===== src/rtl/g15_accessory_pkg.sv =====
// rtl/g15_accessory_pkg.sv - shared types and defaults for the PL19 accessory sequencers
package g15_accessory_pkg;

    typedef enum logic [1:0] {
        IDLE  = 2'd0,
        ARB   = 2'd1,
        LOAD  = 2'd2,
        SHIFT = 2'd3
    } acc_seq_state_t;

    localparam int ACC_N_DEV  = 2;
    localparam int ACC_CODE_W = 5;

endpackage


===== src/rtl/rr_arbiter.sv =====
// rtl/rr_arbiter.sv - combinational round-robin pick starting after the last winner
module rr_arbiter #(
    parameter int N  = 2,
    parameter int IW = $clog2(N)
) (
    input  logic [N-1:0]  req,
    input  logic [IW-1:0] last,
    output logic [IW-1:0] gnt_idx,
    output logic          any
);

    // Walk offsets from farthest to nearest so the nearest requester after last wins
    always_comb begin
        gnt_idx = '0;
        any     = 1'b0;
        for (int off = N; off >= 1; off--) begin
            if (req[(int'(last) + off) % N]) begin
                gnt_idx = IW'((int'(last) + off) % N);
                any     = 1'b1;
            end
        end
    end

endmodule


===== src/rtl/accessory_input_sequencer.sv =====
// rtl/accessory_input_sequencer.sv - shares PL19_INPUT between character input devices
module accessory_input_sequencer
    import g15_accessory_pkg::*;
#(
    parameter int N_DEV  = ACC_N_DEV,
    parameter int CODE_W = ACC_CODE_W
) (
    input  logic                       CLOCK,
    input  logic                       rst,
    input  logic                       start_input,
    input  logic                       stop_input,
    input  logic                       shift_m20,
    input  logic [N_DEV-1:0]           dev_valid,
    input  logic [N_DEV*CODE_W-1:0]    dev_data,
    output logic [N_DEV-1:0]           dev_ready,
    output logic                       PL19_INPUT,
    output logic [$clog2(N_DEV)-1:0]   grant,
    output logic                       busy,
    output logic                       char_done
);

    localparam int GW = $clog2(N_DEV);
    localparam int BW = $clog2(CODE_W + 1);

    acc_seq_state_t    state_q;
    logic [CODE_W-1:0] shreg_q;
    logic [BW-1:0]     bitcnt_q;
    logic              stop_pend_q;
    logic [GW-1:0]     last_grant_q;
    logic [GW-1:0]     grant_q;
    logic              char_done_q;

    logic [GW-1:0]     arb_idx_d;
    logic              arb_any_d;

    rr_arbiter #(
        .N  (N_DEV),
        .IW (GW)
    ) u_arb (
        .req     (dev_valid),
        .last    (last_grant_q),
        .gnt_idx (arb_idx_d),
        .any     (arb_any_d)
    );

    // Session FSM: arbitrate, capture one code, shift it out MSB-first on qualified cycles
    always_ff @(posedge CLOCK or negedge rst) begin
        if (!rst) begin
            state_q      <= IDLE;
            shreg_q      <= '0;
            bitcnt_q     <= '0;
            stop_pend_q  <= 1'b0;
            last_grant_q <= GW'(N_DEV - 1);
            grant_q      <= '0;
            char_done_q  <= 1'b0;
        end else begin
            char_done_q <= 1'b0;
            case (state_q)
                IDLE: begin
                    if (start_input && !stop_input) begin
                        state_q <= ARB;
                    end
                end
                ARB: begin
                    // A stop seen here or earlier in the session closes before the next character
                    if (stop_pend_q || stop_input) begin
                        state_q     <= IDLE;
                        stop_pend_q <= 1'b0;
                    end else if (arb_any_d) begin
                        grant_q      <= arb_idx_d;
                        last_grant_q <= arb_idx_d;
                        state_q      <= LOAD;
                    end
                end
                LOAD: begin
                    shreg_q  <= dev_data[int'(grant_q)*CODE_W +: CODE_W];
                    bitcnt_q <= BW'(CODE_W);
                    state_q  <= SHIFT;
                    if (stop_input) begin
                        stop_pend_q <= 1'b1;
                    end
                end
                SHIFT: begin
                    if (stop_input) begin
                        stop_pend_q <= 1'b1;
                    end
                    if (shift_m20 && (bitcnt_q != '0)) begin
                        shreg_q  <= {shreg_q[CODE_W-2:0], 1'b0};
                        bitcnt_q <= bitcnt_q - 1'b1;
                        if (bitcnt_q == BW'(1)) begin
                            state_q     <= ARB;
                            char_done_q <= 1'b1;
                        end
                    end
                end
                default: state_q <= IDLE;
            endcase
        end
    end

    // Accept strobe and serial bit are decoded directly from state so they track shift_m20
    always_comb begin
        dev_ready  = '0;
        if (state_q == LOAD) begin
            dev_ready = N_DEV'(1) << grant_q;
        end
        PL19_INPUT = shreg_q[CODE_W-1] & shift_m20 & (state_q == SHIFT);
    end

    assign grant     = grant_q;
    assign busy      = (state_q != IDLE);
    assign char_done = char_done_q;

endmodule


===== config.mk =====
export PLATFORM = sky130hd
export DESIGN_NAME = accessory_input_sequencer
export DESIGN_NICKNAME = d
export VERILOG_FILES = /design/src/rtl/g15_accessory_pkg.sv /design/src/rtl/rr_arbiter.sv /design/src/rtl/accessory_input_sequencer.sv
export SDC_FILE = /design/constraint.sdc
export NUM_CORES = 1
export LEC_CHECK = 0
export CELL_PAD_IN_SITES_DETAIL_PLACEMENT = 0
export CELL_PAD_IN_SITES_GLOBAL_PLACEMENT = 2
export CORE_UTILIZATION = 29
export CTS_BUF_LIST = sky130_fd_sc_hd__clkbuf_16
export DETAILED_ROUTE_END_ITERATION = 12
export MAX_ROUTING_LAYER = met4
export PLACE_DENSITY = 0.86
export SLEW_MARGIN = 0
export SYNTH_ARGS = -nofsm -noshare
export SYNTH_HDL_FRONTEND = slang
export SYNTH_SLANG_ARGS = --single-unit
export TNS_END_PERCENT = 100

===== constraint.sdc =====
create_clock -name CLOCK -period 2.2 [get_ports CLOCK]
set_input_delay 0.44 -clock CLOCK [delete_from_list [all_inputs] [get_ports CLOCK]]
set_output_delay 0.44 -clock CLOCK [all_outputs]
set_load 0.01 [all_outputs]

==> tab_implementation.tex <==
\begin{tabular}{lr}
\hline
Metric & Value \\
\hline
\multicolumn{2}{l}{\textbf{Floorplanning}} \\
\quad Die width & roughly 56 um \\
\quad Boundary pin count & 23 \\
\quad Total die area & between 0.003 and 0.004 mm2 \\
\quad Starting Density & between 30\% and 40\% \\
\quad Placement Rows & 19 \\
\quad Core footprint & 0.00276 mm2 \\
\quad Die height & roughly 56 um \\
\multicolumn{2}{l}{\textbf{STA}} \\
\quad Clock Skews & 0.000841 ns \\
\quad Unrepaired setup endpoints after global routing & no \\
\quad Final critical path time including I/O delays and setup & 2.14 ns \\
\quad Relative max-transition margin & between 50\% and 60\% \\
\quad Number of failing hold endpoints at the final stage & 0 \\
\quad Achievable frequency & about 470 MHz \\
\quad Final worst-path cycle share & between 90\% and 100\% \\
\quad Actual slew at the worst max-slew pin & 0.615 ns \\
\quad Finish-stage setup viols & 0 \\
\quad Max-slew violation count & 0 \\
\quad Setup\_tns & 0 ns \\
\multicolumn{2}{l}{\textbf{GRT}} \\
\quad Maximum number of pins on one net before global-route repair & 17 \\
\quad Global-route wire length before repair & between 2000 and 3000 um \\
\quad Number of global-route vias before repair & 708 \\
\quad Antenna violations before repair & 0 \\
\quad Global-route total usage across every layer & about 13\% \\
\quad Total congestion overflow after global routing & 0 \\
\multicolumn{2}{l}{\textbf{Setup path}} \\
\quad Worst setup EP type & primary output \\
\quad Slowest cell on the critical path & sky130\_fd\_sc\_hd\_\_clkdlybuf4s50\_1 \\
\quad Kind of cell with the highest combined delay on the critical path & buffers and inverters \\
\quad Crit path max fanout & 5 \\
\quad CP Buf/Inv Count & 2 \\
\quad CP max stage delay & roughly 0.54 ns \\
\quad Start-to-end type of the worst setup path & register to primary output \\
\quad Worst endpoint required time & roughly 1.8 ns \\
\quad Arrival time at the worst endpoint & $\sim$1.7 ns \\
\quad Startpoint type of the worst setup path & register \\
\quad Ordered list of cells on the worst path & inv\_1, ha\_2, nor2b\_1, clkdlybuf4s50\_1 \\
\quad R2R Setup Slk & between 0.5 and 0.6 ns \\
\multicolumn{2}{l}{\textbf{Routing}} \\
\quad Initial DRC Count & 8 \\
\quad Avg Vias per Cell & around 5 \\
\quad Via count & $\sim$670 \\
\quad First-pass detailed-route iteration total & 4 \\
\quad Post-detailed-routing wire length & 1630 um \\
\quad Drt wl/cell & between 10 and 15 um \\
\quad Post-route antenna net violation count & 0 \\
\quad Post-route DRC violation count & 0 \\
\multicolumn{2}{l}{\textbf{Clock network}} \\
\quad Post-CTS setup-driven buffer insertion count & 0 \\
\quad Max Root-Sink Buffers & 2 \\
\quad Total CTS buffers & 3 \\
\quad Skew-Pair Late Insertion Delay & 0.24 ns \\
\quad Clk slew on worst S/H paths & 0.05 ns \\
\quad Resized Gates After CTS & 0 \\
\quad H-tree levels & 1 \\
\quad Sinks on the clock net & 14 \\
\quad CTS tree & built \\
\quad Number of buffers inserted for hold repair after clock tree synthesis & 0 \\
\quad Clock root buffer & sky130\_fd\_sc\_hd\_\_clkbuf\_16 \\
\multicolumn{2}{l}{\textbf{Placed design}} \\
\quad Port Buffer Count & 22 \\
\quad Placed cell areas & between 0.001 and 0.0015 mm2 \\
\quad HPWL after detailed placement & approximately 1200 um \\
\quad Gp weighted congestion & between 0.8 and 0.9 \\
\multicolumn{2}{l}{\textbf{Yosys}} \\
\quad Mean instance size in the synthesized netlist & about 11 um2 \\
\quad Cell types with the highest counts after synthesis & sky130\_fd\_sc\_hd\_\_dfrtp\_1 (13), sky130\_fd\_sc\_hd\_\_ha\_1 (8), sky130\_fd\_sc\_hd\_\_mux2i\_1 (7) \\
\quad Number of warnings printed during yosys synthesis & 0 \\
\quad Number of distinct library cell variants in the gate-level netlist after synthesis & 29 \\
\quad Leading register cell type out of synthesis & sky130\_fd\_sc\_hd\_\_dfrtp\_1 \\
\quad Top-count cell post-synth & sky130\_fd\_sc\_hd\_\_dfrtp\_1 \\
\quad Synthesized area & roughly 850 um2 \\
\quad Share of synthesized flip-flops with an asynchronous set or reset & 100\% \\
\quad Cell types with the largest area share after synthesis & sky130\_fd\_sc\_hd\_\_dfrtp\_1 (38\%), sky130\_fd\_sc\_hd\_\_ha\_1 (12\%), sky130\_fd\_sc\_hd\_\_mux2i\_1 (8.3\%) \\
\quad Sequential cell area fraction in the yosys report & 41.6\% \\
\quad Seq cells post-synth & 14 \\
\quad Synthesized Nets & about 110 \\
\quad Cell accounting for the most synthesized area & sky130\_fd\_sc\_hd\_\_dfrtp\_1 \\
\quad Post-Synthesis Cells & 80 \\
\quad Fraction of synthesized cell area taken by the top area cell type & between 30\% and 40\% \\
\quad Post-synth EDFFs & 0 \\
\multicolumn{2}{l}{\textbf{Run}} \\
\quad MaxCap Viol Count & 0 \\
\multicolumn{2}{l}{\textbf{Layout}} \\
\quad Fraction of layout cells with a size suffix above 1 & roughly a tenth \\
\quad Net total in the final layout & between 100 and 150 \\
\quad End-of-flow core utilization & 42.6\% \\
\quad Layout-stage area growth over the synthesis result & 39.1\% \\
\quad Non-Filler Cell Area, Final & about 0.0012 mm2 \\
\quad Diode count & 0 \\
\multicolumn{2}{l}{\textbf{Run status}} \\
\quad Run status & finished, final reports clean \\
\multicolumn{2}{l}{\textbf{Hold path}} \\
\quad Classification of the worst-slack hold path & register to register \\
\multicolumn{2}{l}{\textbf{Power}} \\
\quad Largest vdd supply drop & 0.000444 V \\
\quad Reported leakage power & between 0.5 and 0.6 nW \\
\quad Post-route total power & approximately 1.3 mW \\
\quad Power per unit of standard cell area & approximately 1100 mW/mm2 \\
\hline
\end{tabular}
## power breakdown
part           switching, mW  internal, mW
Clock                 0.0983         0.240
Sequential            0.0914         0.371
Combinational          0.221         0.269
Total                  0.410         0.880
## metrics by stage
stage / cells / worst slack (ns) / hold WS, ns
floorplan: 80 / 0.629 / 0.144
CTS: 135 / 0.0156 / 0.483
finish: 135 / 0.0629 / 0.483
global route: 135 / 0.00482 / 0.517
detailed placement: 131 / 0.144 / 0.473
global placement: 131 / 0.155 / 0.464
## per-layer routing
metal  vias up  global-route usage (%)  routed length (um)
met3         2                    4.65                  99
met1       315                    14.6                 712
li1        329                       -                   -
met2        19                    19.7                 798
met4         0                    5.23                  18
met5         -                       -                   0
## path summary, 6_finish.rpt
path,startpoint,to,depth (start not counted)
setup / recovery,state_q[0]$_DFFE_PN0P_,dev_ready[0],4
hold / removal,shreg_q[3]$_DFFE_PN0P_,shreg_q[3]$_DFFE_PN0P_,1
setup reg to reg,state_q[0]$_DFFE_PN0P_,shreg_q[4]$_DFFE_PN0P_,5
hold reg to reg,shreg_q[3]$_DFFE_PN0P_,shreg_q[3]$_DFFE_PN0P_,1
max in group asynchronous,rst,bitcnt_q[0]$_DFFE_PN0P_,1
min in group asynchronous,rst,char_done$_DFF_PN0_,1
## final cells by class
cell class	count	area (um2)
tap	31	38.8
clock buffer	3	75.1
timing repair buffer	24	235
sequential	14	352
multi-input combinational	57	453
clock inverter	1	3.75
inverter	5	18.8
fill	279	1580
## cell families after synthesis
| kind of cell | Yosys count | synth area share, % |
|---|---|---|
| and+or+nand+nor | 22 | 14.5 |
| muxes | 13 | 16.3 |
| AOI/OAI and AO/OA | 14 | 10.7 |
| buffers and inverters | 9 | 5.18 |
| DFF | 14 | 41.6 |
| adders and majority gates | 8 | 11.8 |
## cells in the final DEF, fill, tap and decap left out, types with 2 or more instances in the layout
| cell type | instances |
|---|---|
| sky130_fd_sc_hd__nand3_1 | 2 |
| sky130_fd_sc_hd__dfrtp_1 | 13 |
| sky130_fd_sc_hd__buf_4 | 2 |
| sky130_fd_sc_hd__nand2b_1 | 2 |
| sky130_fd_sc_hd__mux2_1 | 5 |
| sky130_fd_sc_hd__nand2_1 | 6 |
| sky130_fd_sc_hd__mux2i_1 | 7 |
| sky130_fd_sc_hd__o21ai_0 | 6 |
| sky130_fd_sc_hd__ha_1 | 7 |
| sky130_fd_sc_hd__clkdlybuf4s50_1 | 22 |
| sky130_fd_sc_hd__inv_1 | 5 |
| sky130_fd_sc_hd__nor2b_1 | 2 |
| sky130_fd_sc_hd__a21oi_1 | 2 |
| sky130_fd_sc_hd__nor2_1 | 4 |
| sky130_fd_sc_hd__clkbuf_16 | 3 |
## flip-flops by register name, indices dropped and copies added (netlist names)
register	cells
state_q	2
stop_pend_q	1
last_grant_q	1
shreg_q	5
char_done	1
bitcnt_q	3
grant	1
No activity file was read; power rests on OpenSTA's default activity.
